==> config.mk <==
export PLATFORM = sky130hd
export DESIGN_NAME = hci_core_wrr_scheduler
export DESIGN_NICKNAME = d
export VERILOG_FILES = /design/src/rtl/hci_wrr_package.sv /design/src/rtl/hci_wrr_resp_fifo.sv /design/src/rtl/hci_core_wrr_scheduler.sv
export SDC_FILE = /design/constraint.sdc
export NUM_CORES = 1
export LEC_CHECK = 0
export CORE_ASPECT_RATIO = 1.4
export CORE_MARGIN = 4
export CORE_UTILIZATION = 25
export CTS_BUF_LIST = sky130_fd_sc_hd__clkbuf_8
export CTS_CLUSTER_DIAMETER = 30
export CTS_CLUSTER_SIZE = 28
export DETAILED_ROUTE_END_ITERATION = 16
export PLACE_DENSITY_LB_ADDON = 0.12
export SLEW_MARGIN = 20
export SYNTH_ARGS = -nofsm -noshare
export SYNTH_HDL_FRONTEND = slang
export SYNTH_SLANG_ARGS = --single-unit
==> constraint.sdc <==
create_clock -name clk_i -period 4.5 [get_ports clk_i]
set_input_delay 0.9 -clock clk_i [delete_from_list [all_inputs] [get_ports clk_i]]
set_output_delay 0.9 -clock clk_i [all_outputs]
set_load 0.005 [all_outputs]
==> src/rtl/hci_wrr_package.sv <==
// Shared types and helpers for the HCI weighted round-robin scheduler.
package hci_wrr_package;

    localparam int unsigned MAX_REQ = 32;
    localparam int unsigned MAX_IW  = 5;

    typedef struct packed {
        logic              found;
        logic [MAX_IW-1:0] idx;
    } rr_pick_t;

    function automatic int unsigned idx_width(int unsigned n);
        return (n > 1) ? $clog2(n) : 1;
    endfunction

    // First set bit of vec[0 +: n], scanning ptr, ptr+1, ... wrapping at n.
    function automatic rr_pick_t rr_first_one(logic [MAX_REQ-1:0] vec,
                                              int unsigned n,
                                              int unsigned ptr);
        rr_pick_t    r;
        int unsigned j;
        r = '0;
        for (int unsigned i = 0; i < MAX_REQ; i++) begin
            if (i < n) begin
                j = ptr + i;
                if (j >= n) j = j - n;
                if (!r.found && vec[j[MAX_IW-1:0]]) begin
                    r.found = 1'b1;
                    r.idx   = j[MAX_IW-1:0];
                end
            end
        end
        return r;
    endfunction

endpackage

==> src/rtl/hci_wrr_resp_fifo.sv <==
// In-order index FIFO; records read winners for response routing.
module hci_wrr_resp_fifo
    import hci_wrr_package::*;
#(
    parameter int unsigned DW    = 2,
    parameter int unsigned DEPTH = 4
) (
    input  logic                       clk_i,
    input  logic                       rst_ni,
    input  logic                       clear_i,
    input  logic                       push_i,
    input  logic [DW-1:0]              data_i,
    input  logic                       pop_i,
    output logic [DW-1:0]              data_o,
    output logic                       full_o,
    output logic                       empty_o,
    output logic [$clog2(DEPTH+1)-1:0] count_o
);

    localparam int unsigned PW = idx_width(DEPTH);
    localparam int unsigned CW = $clog2(DEPTH+1);

    logic [DW-1:0] mem_q [DEPTH];
    logic [PW-1:0] wr_q, rd_q;
    logic [CW-1:0] cnt_q;
    logic          do_push, do_pop;

    function automatic logic [PW-1:0] nxt(logic [PW-1:0] p);
        return (p == PW'(DEPTH-1)) ? '0 : p + 1'b1;
    endfunction

    assign full_o  = (cnt_q == CW'(DEPTH));
    assign empty_o = (cnt_q == '0);
    assign count_o = cnt_q;
    assign data_o  = mem_q[rd_q];
    assign do_push = push_i & ~full_o;
    assign do_pop  = pop_i & ~empty_o;

    always_ff @(posedge clk_i) begin
        if (do_push) mem_q[wr_q] <= data_i;
    end

    always_ff @(posedge clk_i or negedge rst_ni) begin
        if (!rst_ni) begin
            wr_q  <= '0;
            rd_q  <= '0;
            cnt_q <= '0;
        end else if (clear_i) begin
            wr_q  <= '0;
            rd_q  <= '0;
            cnt_q <= '0;
        end else begin
            if (do_push) wr_q <= nxt(wr_q);
            if (do_pop)  rd_q <= nxt(rd_q);
            if (do_push && !do_pop)      cnt_q <= cnt_q + 1'b1;
            else if (!do_push && do_pop) cnt_q <= cnt_q - 1'b1;
        end
    end

endmodule

==> src/rtl/hci_core_wrr_scheduler.sv <==
// Weighted round-robin arbiter for one shared HCI initiator port.
// Optional starvation guard: define HCI_WRR_STARVE_GUARD_EN.
module hci_core_wrr_scheduler
    import hci_wrr_package::*;
#(
    parameter int unsigned NB_REQ          = 4,
    parameter int unsigned WW              = 4,
    parameter int unsigned MAX_OUTSTANDING = 4,
    parameter int unsigned STARVE_LIMIT    = 64
) (
    input  logic                                 clk_i,
    input  logic                                 rst_ni,
    input  logic                                 clear_i,
    input  logic [NB_REQ*WW-1:0]                 weight_i,
    input  logic [NB_REQ-1:0]                    req_i,
    input  logic [NB_REQ-1:0]                    wen_i,
    output logic [NB_REQ-1:0]                    gnt_o,
    output logic [$clog2(NB_REQ)-1:0]            sel_o,
    output logic                                 out_req_o,
    input  logic                                 out_gnt_i,
    input  logic                                 out_r_valid_i,
    input  logic                                 out_r_ready_i,
    output logic [$clog2(NB_REQ)-1:0]            r_sel_o,
    output logic [NB_REQ-1:0]                    r_valid_o,
    output logic [$clog2(MAX_OUTSTANDING+1)-1:0] outstanding_o,
    output logic                                 resp_err_o
);

    localparam int unsigned IW = $clog2(NB_REQ);

    logic [WW-1:0]     credit_q [NB_REQ];
    logic [IW-1:0]     ptr_q;
    logic              load_q;
    logic [NB_REQ-1:0] eligible;
    rr_pick_t          pick, spick;
    logic              starve_win, any, hs, refill;
    logic [IW-1:0]     winner, head;
    logic              fifo_full, fifo_empty;
    logic [2*MAX_IW-1:0] unused_idx;

    always_comb begin
        eligible = '0;
        for (int k = 0; k < NB_REQ; k++)
            eligible[k] = req_i[k] & (credit_q[k] != '0);
    end

    assign pick       = rr_first_one(MAX_REQ'(eligible), NB_REQ, 32'(ptr_q));
    assign unused_idx = {pick.idx, spick.idx};

`ifdef HCI_WRR_STARVE_GUARD_EN
    localparam int unsigned SW = $clog2(STARVE_LIMIT+1);

    logic [SW-1:0]     wait_q [NB_REQ];
    logic [NB_REQ-1:0] starving;

    always_comb begin
        starving = '0;
        for (int k = 0; k < NB_REQ; k++)
            starving[k] = req_i[k] & (wait_q[k] >= SW'(STARVE_LIMIT));
    end

    assign spick      = rr_first_one(MAX_REQ'(starving), NB_REQ, 0);
    assign starve_win = spick.found;

    always_ff @(posedge clk_i or negedge rst_ni) begin
        if (!rst_ni) begin
            for (int k = 0; k < NB_REQ; k++) wait_q[k] <= '0;
        end else if (clear_i) begin
            for (int k = 0; k < NB_REQ; k++) wait_q[k] <= '0;
        end else begin
            for (int k = 0; k < NB_REQ; k++) begin
                if (!req_i[k] || gnt_o[k])
                    wait_q[k] <= '0;
                else if (wait_q[k] != '1)
                    wait_q[k] <= wait_q[k] + 1'b1;
            end
        end
    end
`else
    logic [$clog2(STARVE_LIMIT+1)-1:0] unused_lim;
    assign unused_lim = '0;
    assign spick      = '0;
    assign starve_win = 1'b0;
`endif

    assign winner    = starve_win ? spick.idx[IW-1:0] : pick.idx[IW-1:0];
    assign any       = starve_win | pick.found;
    assign sel_o     = any ? winner : '0;
    // Grants held off while credits are being loaded or the FIFO is full.
    assign out_req_o = any & ~fifo_full & ~load_q & ~clear_i;
    assign hs        = out_req_o & out_gnt_i;
    assign refill    = (req_i != '0) & ~any & ~load_q;

    always_comb begin
        gnt_o = '0;
        if (hs) gnt_o[winner] = 1'b1;
    end

    always_ff @(posedge clk_i or negedge rst_ni) begin
        if (!rst_ni) begin
            for (int k = 0; k < NB_REQ; k++) credit_q[k] <= '0;
            ptr_q  <= '0;
            load_q <= 1'b1;
        end else if (clear_i) begin
            for (int k = 0; k < NB_REQ; k++) credit_q[k] <= '0;
            ptr_q  <= '0;
            load_q <= 1'b1;
        end else begin
            load_q <= 1'b0;
            if (load_q || refill) begin
                for (int k = 0; k < NB_REQ; k++)
                    credit_q[k] <= weight_i[k*WW +: WW];
            end else if (hs && credit_q[winner] != '0) begin
                credit_q[winner] <= credit_q[winner] - 1'b1;
            end
            if (hs && !starve_win && credit_q[winner] == WW'(1))
                ptr_q <= (winner == IW'(NB_REQ-1)) ? '0 : winner + 1'b1;
        end
    end

    hci_wrr_resp_fifo #(
        .DW    (IW),
        .DEPTH (MAX_OUTSTANDING)
    ) i_resp_fifo (
        .clk_i   (clk_i),
        .rst_ni  (rst_ni),
        .clear_i (clear_i),
        .push_i  (hs & wen_i[winner]),
        .data_i  (winner),
        .pop_i   (out_r_valid_i & out_r_ready_i),
        .data_o  (head),
        .full_o  (fifo_full),
        .empty_o (fifo_empty),
        .count_o (outstanding_o)
    );

    assign r_sel_o    = fifo_empty ? '0 : head;
    assign resp_err_o = out_r_valid_i & fifo_empty;

    always_comb begin
        r_valid_o = '0;
        if (out_r_valid_i && !fifo_empty) r_valid_o[head] = 1'b1;
    end

endmodule

# Yosys cells after proc, flatten, opt, wreduce, memory -nomap -nowiden
# Memories as Yosys holds them, arrays and structs flattened.
# Cells that the tools add are included.
classes:
  add_sub_neg: 13
  mul: 0
  n_div: 0
  order_cmp: 14
  eq_ne: 5
  n_shift: 0
  muxes: 50
  n_bitwise: 21
  reduce_logical: 30
ops:
  columns: ["operator", "n"]
  rows:
  - ["2-to-1 mux 16 bit", 3]
  - ["< comparator 5 x 6 -> 1 bit (second input constant)", 4]
  - ["2-to-1 mux 6 bit", 4]
  - ["nonzero test 4 bit", 6]
  - ["2-to-1 mux 2 bit", 11]
  - ["binary-select mux 1 bit (select 5 bit)", 4]
  - ["2-to-1 mux 4 bit", 5]
  - ["2-to-1 mux 5 bit", 4]
  - ["bitwise mux 16 bit", 1]
  - ["bitwise AND 1 bit", 15]
  - ["greater-or-equal comparator 3 bit (second input constant)", 4]
  - ["subtractor 3 x 3 -> 4 bit (second input constant)", 3]
  - ["logical AND 1 bit", 11]
  - ["2-to-1 mux 1 bit", 10]
  - ["2-to-1 mux 3 bit", 3]
  - ["binary-select mux 4 bit (select 2 bit)", 1]
  - ["demux 4 bit (select 2 bit)", 1]
  - ["adder 2 x 1 -> 2 bit (second input constant)", 3]
  - ["adder 2 x 2 -> 3 bit (second input constant)", 2]
  - ["equality test 2 bit (second input constant)", 3]
  - ["logical NOT 1 bit", 6]
  - ["< comparator 2 x 3 -> 1 bit (second input constant)", 2]
  - ["nonzero test 2 bit", 3]
  - ["nonzero test 3 bit", 2]
  - ["other kinds (16)", 22]
word_totals:
  regBits: 26
  latch_bits: 0
  mem_bits_rw: 8
  romBits: 0
  inputBits: 30
  out_inout_bits: 17
  elab_cells: 143
  mem_count: 1
memory_table:
  columns: ["name", "depth", "width", "read_ports", "rd_ports_with_merged_regs", "write_ports", "line", "text"]
  rows:
  - ["i_resp_fifo.mem_q", 4, 2, 1, 0, 1, "hci_wrr_resp_fifo.sv:23", "logic [DW-1:0] mem_q [DEPTH];"]

# Longest topological paths before layout
# Gate-level depths: netlist of the first run.
depth:
  word_depth: 25
  mapped_depth: 17
  ltp_nobuf: 15

# Hierarchy
# Synthesis of the first run repeated with hierarchy kept, for this count alone.
unflattened:
  hier_cells: 288
  hier_area_um2: 2984.1
by_module_without_submodules:
  columns: ["module", "instances", "cells_per_inst", "area_per_inst_um2", "seq_area_each_um2"]
  rows:
  - ["hci_core_wrr_scheduler", 1, 215, 2075.7, 476.7]
  - ["hci_wrr_resp_fifo", 1, 73, 908.4, 415.4]

# Worst setup path before layout of the first run
# No wires, ideal clock.
synth_path:
  path_kind: "flip-flop to flip-flop"
  from: "register ptr_q[0]"
  to: "register credit_q[0] in the netlist's numbering"
  setup_time_ns: 0.138
  arrival_time_ns: 3.856
  required_ns: 4.362
  setup_slack_ns: 0.506
  stages_incl_launch_ff: 14
  path_buffers: 1
  synth_period_minus_slack_ns: 3.994
  cell_sequence: "dfrtp_1 > buf_2 > inv_1 > ha_1 > mux4_2 > and2_1 > a221oi_4 > mux2_2 > o21ai_2 > ha_1 > inv_1 > o31a_4 > a21oi_4 > o31ai_1"
synth_via:
  elab_chain_cells: 23
  elab_cells_between_ends: 58
  cone_classes: "add/sub: 8; order compare: 6; mux: 25; bitwise: 8; reduce/logical: 11"
synth_lines:
  columns: ["item", "line", "text"]
  rows:
  - ["start: declaration", "hci_core_wrr_scheduler.sv:32", "logic [IW-1:0] ptr_q;"]
  - ["start signal: assignment", "hci_core_wrr_scheduler.sv:117", "ptr_q <= (winner == IW'(NB_REQ-1)) ? '0 : winner + 1'b1;"]
  - ["parallel branches: the longest is 13 deep, another holds subtractor 3 x 3 -> 4 bit", null, null]
  - ["2-to-1 mux 6 bit (*)", "hci_wrr_package.sv:27", "if (!r.found && vec[j[MAX_IW-1:0]]) begin"]
  - ["inverter 2 -> 3 bit (implied by the code)", "hci_core_wrr_scheduler.sv:113, hci_core_wrr_scheduler.sv:114", null]
  - ["binary-select mux 4 bit (select 2 bit) (tied with other cells)", "hci_core_wrr_scheduler.sv:113, hci_core_wrr_scheduler.sv:114", null]
  - ["2-to-1 mux 4 bit (implied by the code) or logical AND 1 bit (tied branches)", "hci_core_wrr_scheduler.sv:113, hci_core_wrr_scheduler.sv:114", null]
  - ["2-to-1 mux 4 bit, on equally long branches", "hci_core_wrr_scheduler.sv:113, hci_core_wrr_scheduler.sv:114", null]
  - ["subtractor 4 x 1 -> 4 bit or demux 4 bit (select 2 bit) (tied branches)", "hci_core_wrr_scheduler.sv:114", "credit_q[winner] <= credit_q[winner] - 1'b1;"]
  - ["bitwise mux 16 bit", "hci_core_wrr_scheduler.sv:114", null]
  - ["2-to-1 mux 16 bit", "hci_core_wrr_scheduler.sv:113", "end else if (hs && credit_q[winner] != '0) begin"]
  - ["2-to-1 mux 16 bit", "hci_core_wrr_scheduler.sv:110", "if (load_q || refill) begin"]
  - ["2-to-1 mux 16 bit", "hci_core_wrr_scheduler.sv:104", "end else if (clear_i) begin"]
  - ["end signal: indexed assignment", "hci_core_wrr_scheduler.sv:112", "credit_q[k] <= weight_i[k*WW +: WW];"]
  - ["end signal: indexed assignment", "hci_core_wrr_scheduler.sv:114", null]
  - ["end: declaration", "hci_core_wrr_scheduler.sv:31", "logic [WW-1:0] credit_q [NB_REQ];"]
# Mark *: on every way between the ends. The select of a mux whose other input is x is not followed.
# A chain may end at the register's enable or synchronous reset.

# Worst setup path in the final report of the first run
layout_path:
  from: "input req_i[2]"
  to: "output gnt_o[2]"
layout_via:
  elab_chain_cells: 18
  elab_cells_between_ends: 29
  cone_classes: "order compare: 2; mux: 15; bitwise: 5; reduce/logical: 7"
layout_lines:
  columns: ["item", "line", "text"]
  rows:
  - ["start: declaration", "hci_core_wrr_scheduler.sv:15", "input logic [NB_REQ-1:0] req_i,"]
  - ["bitwise AND 1 bit (*)", "hci_core_wrr_scheduler.sv:44", "eligible[k] = req_i[k] & (credit_q[k] != '0);"]
  - ["binary-select mux 1 bit (select 5 bit)", "hci_wrr_package.sv:27", null]
  - ["2-to-1 mux 1 bit (implied by the code)", "hci_wrr_package.sv:27", null]
  - ["2-to-1 mux 6 bit", "hci_wrr_package.sv:27", null]
  - ["logical NOT 1 bit", "hci_wrr_package.sv:27", null]
  - ["logical AND 1 bit", "hci_wrr_package.sv:27", null]
  - ["2-to-1 mux 6 bit", "hci_wrr_package.sv:27", null]
  - ["logical NOT 1 bit", "hci_wrr_package.sv:27", null]
  - ["(+2 left out)", null, null]
  - ["logical NOT 1 bit", "hci_wrr_package.sv:27", null]
  - ["logical AND 1 bit", "hci_wrr_package.sv:27", null]
  - ["2-to-1 mux 6 bit (*)", "hci_wrr_package.sv:27", null]
  - ["< comparator 2 x 3 -> 1 bit (implied by the code) (tied with other cells)", "hci_core_wrr_scheduler.sv:96", "if (hs) gnt_o[winner] = 1'b1;"]
  - ["logical AND 1 bit (implied by the code) or bitwise AND 1 bit (tied branches)", "hci_core_wrr_scheduler.sv:96, hci_core_wrr_scheduler.sv:90", null]
  - ["2-to-1 mux 1 bit (implied by the code) or bitwise AND 1 bit (tied branches)", "hci_core_wrr_scheduler.sv:96, hci_core_wrr_scheduler.sv:90", null]
  - ["demux 1 bit (select 2 bit) or bitwise AND 1 bit (tied branches)", "hci_core_wrr_scheduler.sv:96, hci_core_wrr_scheduler.sv:91", null]
  - ["2-to-1 mux 4 bit (*)", "hci_core_wrr_scheduler.sv:96", null]
  - ["end: declaration", "hci_core_wrr_scheduler.sv:17", "output logic [NB_REQ-1:0] gnt_o,"]
# Every way passes the cells marked *; elsewhere a longest branch is shown, timed or not. The select of a mux whose other input is x is not followed.

==> results of run 1 <==
==> worst max-delay path, cell delays in order <==
cell and delay [ns]:
clkdlybuf4s50_1 0.50, o41ai_2 0.10, mux4_2 0.50, buf_4 0.16
and2_1 0.16, a31oi_1 0.17, buf_4 0.16, ha_1 0.18
and2_4 0.16, clkdlybuf4s50_1 0.49
==> cell usage in the layout (no fill, tap or decap), types with 10 or more instances in the layout <==
cell type	count
mux2i_1	14
a22oi_1	13
inv_1	21
nor3_1	15
nand2_1	12
dfrtp_1	25
ha_1	13
nand3_1	14
clkdlybuf4s50_1	45
nor2_1	14
o31ai_1	12
buf_4	46
a21oi_1	10
==> area by class of cell <==
cell class                 instances  area, µm²
fill                            1097       6704
multi-input combinational        200       1712
sequential                        34      892.1
timing repair buffer              92      808.3
tap                              138      172.7
inverter                          22      85.08
clock buffer                       5      68.82
clock inverter                     3      17.52
==> flip-flops by register name, summed over array words and instances, names as in the netlist <==
register	flops
credit_q	16
load_q	1
i_resp_fifo.wr_q	2
i_resp_fifo.count_o	3
ptr_q	2
i_resp_fifo.mem_q	8
i_resp_fifo.rd_q	2
==> what timing repair did <==
action / in CTS / in global routing
resized for setup: 5 / 13
setup endpoints to repair: 2 / 4
pin swaps: 1 / 5
buffers inserted: 0 / 3
hold endpoints to repair: 0 / 0
hold buffers: 0 / 0
==> cell families after synthesis <==
family	after synthesis
simple gates	86
compound gates	72
buf+inv	35
flops	34
mux	24
fa+ha+maj	16
xor+xnor	2
==> power by group <==
part	internal [mW]	switching, mW	leakage (nW)	total (mW)
logic	0.997	1.11	1.06	2.10
registers	0.410	0.0940	0.419	0.504
clock network	0.107	0.135	0.0493	0.242
==> metrics by stage <==
stage,instances,hold slack (ns),setup TNS [ns]
floorplan,269,0.5056,0
global placement,483,0.5659,0
detailed placement,483,0.5558,-0.05140
CTS,491,0.5760,0
global route,494,0.6035,-0.01610
finish,494,0.5672,0
==> worst max path at each step <==
| stage | to | cells past startpoint | slack [ns] |
|---|---|---|---|
| 2_1_floorplan | credit_q[0] | 13 | 0.51 |
| 3_3_place_gp | gnt_o[3] | 12 | 0.01 |
| 3_5_place_dp | gnt_o[3] | 11 | -0.03 |
| 4_1_cts | gnt_o[1] | 12 | 0.03 |
| 5_1_grt | gnt_o[2] | 10 | -0.01 |
| 6_report | gnt_o[2] | 10 | 0.11 |
==> metal layers <==
| layer | vias to the layer above | part of all wire (%) | global-route usage [%] |
|---|---|---|---|
| met5 | - | 0 | 0 |
| met4 | 0 | 2.4 | 5.528 |
| met3 | 13 | 3.6 | 2.577 |
| met2 | 50 | 53 | 26.66 |
| met1 | 1180 | 41 | 16.73 |
| li1 | 1186 | - | - |
==> cells in the mapped netlist (3+ instances only) <==
library cell	count	area, µm²
o41ai_2	3	48.80
and2_1	12	75.07
and3_1	7	43.79
a22oi_1	13	97.59
nor3_1	15	75.07
nor3b_1	3	22.52
a21oi_4	4	65.06
mux2_2	3	33.78
o31ai_1	12	90.09
mux4_2	6	135.1
nand3_1	14	70.07
mux2i_1	15	150.1
dfrtp_1	25	625.6
nand2_1	12	45.04
clkbuf_1	7	26.28
ha_1	15	187.7
a221oi_2	4	60.06
buf_2	3	15.01
o21ai_0	7	35.03
o31ai_2	4	50.05
inv_1	21	78.83
a21oi_1	11	55.05
edfxtp_1	8	240.2
nor2_1	14	52.55
==> flow_metrics.env, run 1 <==
export IMPL_status="finished clean"
export IMPL_final_setup_viol_count=0
export IMPL_initial_core_util_pct=25.79
export IMPL_num_rows=44
export IMPL_fin_ws_ns=0.1067
export IMPL_hold_viol_final=0
export IMPL_num_antenna_cells=0
export IMPL_async_flop_share_pct=76.47
export IMPL_cp_required_ns=3.60
export IMPL_cts_tree="yes"
export IMPL_cp_start_kind="input port"
export IMPL_grt_max_degree=31
export IMPL_place_congestion=0.8501
export IMPL_hold_path_end="credit_q[13]"
export IMPL_drive_gt1_share_pct=28.37
export IMPL_yosysSeqAreaShare_pct=33.07
export IMPL_arrival_ns=3.49
export IMPL_maxCapViolations=0
export IMPL_grt_use_total_pct=14.61
export IMPL_totalWireLength_um=8642
export IMPL_critPathLaunch="req_i[2]"
export IMPL_die_y_um=130.9
export IMPL_avgViaCountPerCell=4.917
export IMPL_ys_types=51
export IMPL_fmax_mhz=227.6
export IMPL_die_area_um2=12540
export IMPL_cts_buffer_depth=2
export IMPL_drt_pre_antenna_iters=4
export IMPL_root_buffer="clkbuf_8"
export IMPL_crit_path_end_kind="output pin"
export IMPL_fin_crit_ns=4.393
export IMPL_synth_nets=315
export IMPL_cts_htree_levels=2
export IMPL_rr_worst_depth=14
export IMPL_clk_latency_ns=0.31
export IMPL_leakage_nw=1.532
export IMPL_synth_edf_count=8
export IMPL_fp_dieW_um=95.79
export IMPL_hp_class="reg2reg"
export IMPL_synthAdderAreaFrac_pct=7.699
export IMPL_dpl_cell_area_um2=3590
export IMPL_reg2reg_slack_ns=0.67
export IMPL_fin_nets=401
export IMPL_core_um2=10460
export IMPL_grt_pass1_vias=2553
export IMPL_hpwl_um=6752
export IMPL_drtIter0Drc=84
export IMPL_antenna_left=0
export IMPL_grt_pass1_wl_um=13740
export IMPL_slew_headroom_pct=61.73
export IMPL_synth_xor_xnor_area_share_pct=0.6494
export IMPL_overflow=0
export IMPL_detailroute_via_count=2429
export IMPL_fin_worst_skew_ns=0.01149
export IMPL_utilization_pct=35.91
export IMPL_portBuffers=46
export IMPL_area_growth_pct=39.24
export IMPL_dp_slack_ns=-0.03178
export IMPL_drcViolationCount=0
export IMPL_maxSlewViolCount=0
export IMPL_cts_sinks=34
export IMPL_r2r_end="credit_q[15]"
export IMPL_rr_startpoint="ptr_q[1]"
export IMPL_io_pins=47
export IMPL_crit_type="in2out"
export IMPL_finalCritPeriodShare_pct=97.63
export IMPL_path_max_fanout=5
export IMPL_ir_drop_uv=301.5
export IMPL_wl_per_cell_um=17.49
export IMPL_cts_clk_slew_worst_paths_ns=0.08
export IMPL_synth_area_mux_share_pct=11.83
export IMPL_worst_slew_pin_slew_ns=0.5688
export IMPL_ys_ff_latch=34
export IMPL_min_from="credit_q[13]"
export IMPL_fin_area_um2=3756
export IMPL_synth_cells=269
export IMPL_synth_compound_area_share_pct=24.07
export IMPL_synth_flop_cell="dfrtp_1"
export IMPL_synth_cell_area_um2=2698
export IMPL_yosys_area_share_simple_pct=17.02
export IMPL_holdPathStages=2
export IMPL_rsz0062_at_grt="true"
export IMPL_grt_antenna_before_repair=0
export IMPL_synth_top_family_by_area="compound AO/OA/AOI/OAI gates"
export IMPL_ys_warn_count=0
export IMPL_cellPowerDensity_nw_per_um2=758.8
export IMPL_cts_made_buffers=5
export IMPL_avgSynthCellArea_um2=10.03
export IMPL_power_total_mw=2.850
Note: power is estimated with default switching activity, not from simulation.
==> run 2, diff against run 1 <==
--- a/config.mk
+++ b/config.mk
@@ -13,7 +13,6 @@
 export CTS_CLUSTER_SIZE = 28
 export DETAILED_ROUTE_END_ITERATION = 16
 export PLACE_DENSITY_LB_ADDON = 0.12
-export SLEW_MARGIN = 20
 export SYNTH_ARGS = -nofsm -noshare
 export SYNTH_HDL_FRONTEND = slang
 export SYNTH_SLANG_ARGS = --single-unit
==> results of run 2 <==
No change in the layout: final DEF, timing and power equal those of run 1.
==> run 3, diff against run 2 <==
--- a/config.mk
+++ b/config.mk
@@ -5,6 +5,7 @@
 export SDC_FILE = /design/constraint.sdc
 export NUM_CORES = 1
 export LEC_CHECK = 0
+export CAP_MARGIN = 5
 export CORE_ASPECT_RATIO = 1.4
 export CORE_MARGIN = 4
 export CORE_UTILIZATION = 25
==> constraint.sdc (replaced) <==
create_clock -name clk_i -period 4.9 [get_ports clk_i]
set_input_delay 0.98 -clock clk_i [delete_from_list [all_inputs] [get_ports clk_i]]
set_output_delay 0.98 -clock clk_i [all_outputs]
set_load 0.005 [all_outputs]
==> flow_metrics.env, run 3 (same netlist as run 1, synthesis figures left out) <==
export IMPL_status="finished clean"
export IMPL_portBuffers=46
export IMPL_fmax_mhz=210.8
export IMPL_fin_area_um2=3598
export IMPL_path_max_fanout=4
export IMPL_holdPathStages=2
export IMPL_initial_core_util_pct=25.79
export IMPL_worst_slew_pin_slew_ns=1.150
export IMPL_crit_path_end_kind="output pin"
export IMPL_r2r_end="credit_q[15]"
export IMPL_avgViaCountPerCell=5.019
export IMPL_grt_pass1_vias=2515
export IMPL_drcViolationCount=0
export IMPL_dpl_cell_area_um2=3447
export IMPL_ir_drop_uv=272.5
export IMPL_power_total_mw=2.483
export IMPL_use_met1_pct=15.77
export IMPL_final_setup_tns_ns=0
export IMPL_cts_sinks=34
export IMPL_drt_pre_antenna_iters=4
export IMPL_top_register="credit_q"
export IMPL_grt_antenna_before_repair=0
export IMPL_cp_required_ns=3.92
export IMPL_drtIter0Drc=96
export IMPL_fin_nets=379
export IMPL_final_setup_viol_count=0
export IMPL_postCtsHoldBufs=0
export IMPL_core_um2=10460
export IMPL_hpwl_um=6607
export IMPL_wl_per_cell_um=17.96
export IMPL_use_met2_pct=26.82
export IMPL_fin_worst_skew_ns=0.008369
export IMPL_cellPowerDensity_nw_per_um2=690.1
export IMPL_num_antenna_cells=0
export IMPL_cp_start_kind="input port"
export IMPL_cts_htree_levels=2
export IMPL_cts_buffer_depth=2
export IMPL_multiInputGateArea_um2=1670
export IMPL_cts_clk_slew_worst_paths_ns=0.08
export IMPL_fp_dieW_um=95.79
export IMPL_detailroute_via_count=2369
export IMPL_maxCapViolations=0
export IMPL_rr_startpoint="ptr_q[0]"
export IMPL_slew_headroom_pct=23.05
export IMPL_finalCritPeriodShare_pct=96.83
export IMPL_root_buffer="clkbuf_8"
export IMPL_cts_made_buffers=5
export IMPL_min_from="credit_q[14]"
export IMPL_final_cell_mix="46 x clkdlybuf4s50_1, 25 x dfrtp_1, 24 x buf_4, 21 x inv_1"
export IMPL_rr_worst_depth=13
export IMPL_totalWireLength_um=8479
export IMPL_place_congestion=0.8409
export IMPL_hold_path_end="credit_q[14]"
export IMPL_post_cts_buffers=0
export IMPL_maxSlewViolCount=0
export IMPL_arrival_ns=3.76
export IMPL_seq_area_um2=892.1
export IMPL_mostFrequentLayoutCell="clkdlybuf4s50_1"
export IMPL_die_y_um=130.9
export IMPL_rsz0062_at_grt="false"
export IMPL_num_rows=44
export IMPL_grt_pass1_wl_um=13460
export IMPL_antenna_left=0
export IMPL_reg2reg_slack_ns=0.74
export IMPL_hold_viol_final=0
export IMPL_leakage_nw=1.424
export IMPL_clk_latency_ns=0.30
export IMPL_overflow=0
export IMPL_io_pins=47
export IMPL_fillerInstances=1111
export IMPL_crit_type="in2out"
export IMPL_grt_use_total_pct=14.37
export IMPL_hp_class="reg2reg"
export IMPL_utilization_pct=34.40
export IMPL_drive_gt1_share_pct=20.06
export IMPL_busiest_layer="met2"
export IMPL_use_met3_pct=2.864
export IMPL_die_area_um2=12540
export IMPL_fin_crit_ns=4.745
export IMPL_largest_reg_flops=16
export IMPL_grt_max_degree=30
export IMPL_cts_tree="yes"
export IMPL_area_growth_pct=33.40
==> run 3: cell types whose count changed in the layout (fill, tap and decap cells not counted), sizes merged <==
cell / before / now
buf: 46 / 24
bufinv: 0 / 2
clkdlybuf4s50: 45 / 46
clkinv: 2 / 1
dlymetal6s2s: 1 / 0
inv: 23 / 22
==> run 3: final cells by class <==
class                   instances  area share, %
multi-input cells             200          46.42
flip-flops and latches         34          24.79
repair buffers                 70          17.80
well taps                     138          4.798
inverters                      22          2.364
clock buffers                   5          1.912
clock inverters                 3          1.912
==> run 3: how the worst max path moves through the flow <==
stage             start          end  depth (start not counted)
4_1_cts        req_i[2]     gnt_o[3]                         10
3_3_place_gp   req_i[2]     gnt_o[3]                         11
2_1_floorplan  ptr_q[0]  credit_q[0]                         13
3_5_place_dp   req_i[2]     gnt_o[1]                         10
6_report       req_i[2]     gnt_o[3]                         11
5_1_grt        req_i[2]     gnt_o[3]                         11
==> run 3: routing by layer <==
layer,vias to the layer above,routed length [µm]
met5,-,0
met4,0,173
li1,1139,-
met2,61,4531
met3,11,397
met1,1158,3376
==> run 3: power by group <==
part           leakage [nW]  total, mW  switching [mW]  internal [mW]
sequential            0.419      0.463          0.0859          0.377
combinational         0.936       1.69           0.969          0.723
clock                0.0683      0.329           0.125          0.204
==> run 3: critical path: stages <==
cell and delay (ns):
clkdlybuf4s50_1 0.52, o41ai_1 0.12, mux4_2 0.51, and2_1 0.20, o311ai_2 0.13, a31oi_1 0.16, buf_4 0.17, inv_1 0.09
ha_1 0.19, and2_1 0.17, clkdlybuf4s50_1 0.52
==> run 3: through the flow <==
stage | setup slack, ns | instances | hold slack [ns]
after floorplan | 0.9057 | 269 | 0.5056
after global placement | 0.1017 | 464 | 0.5734
after detailed placement | 0.01504 | 464 | 0.5494
after CTS | 0.01099 | 472 | 0.5720
after global routing | 0.0005524 | 472 | 0.5944
final | 0.1552 | 472 | 0.5727
==> run 3: what timing repair did <==
| action | 4_1_cts | 5_1_grt |
|---|---|---|
| endpoints found under the hold margin | 0 | 0 |
| setup endpoints to repair | 0 | 3 |
| resized for setup | 0 | 2 |
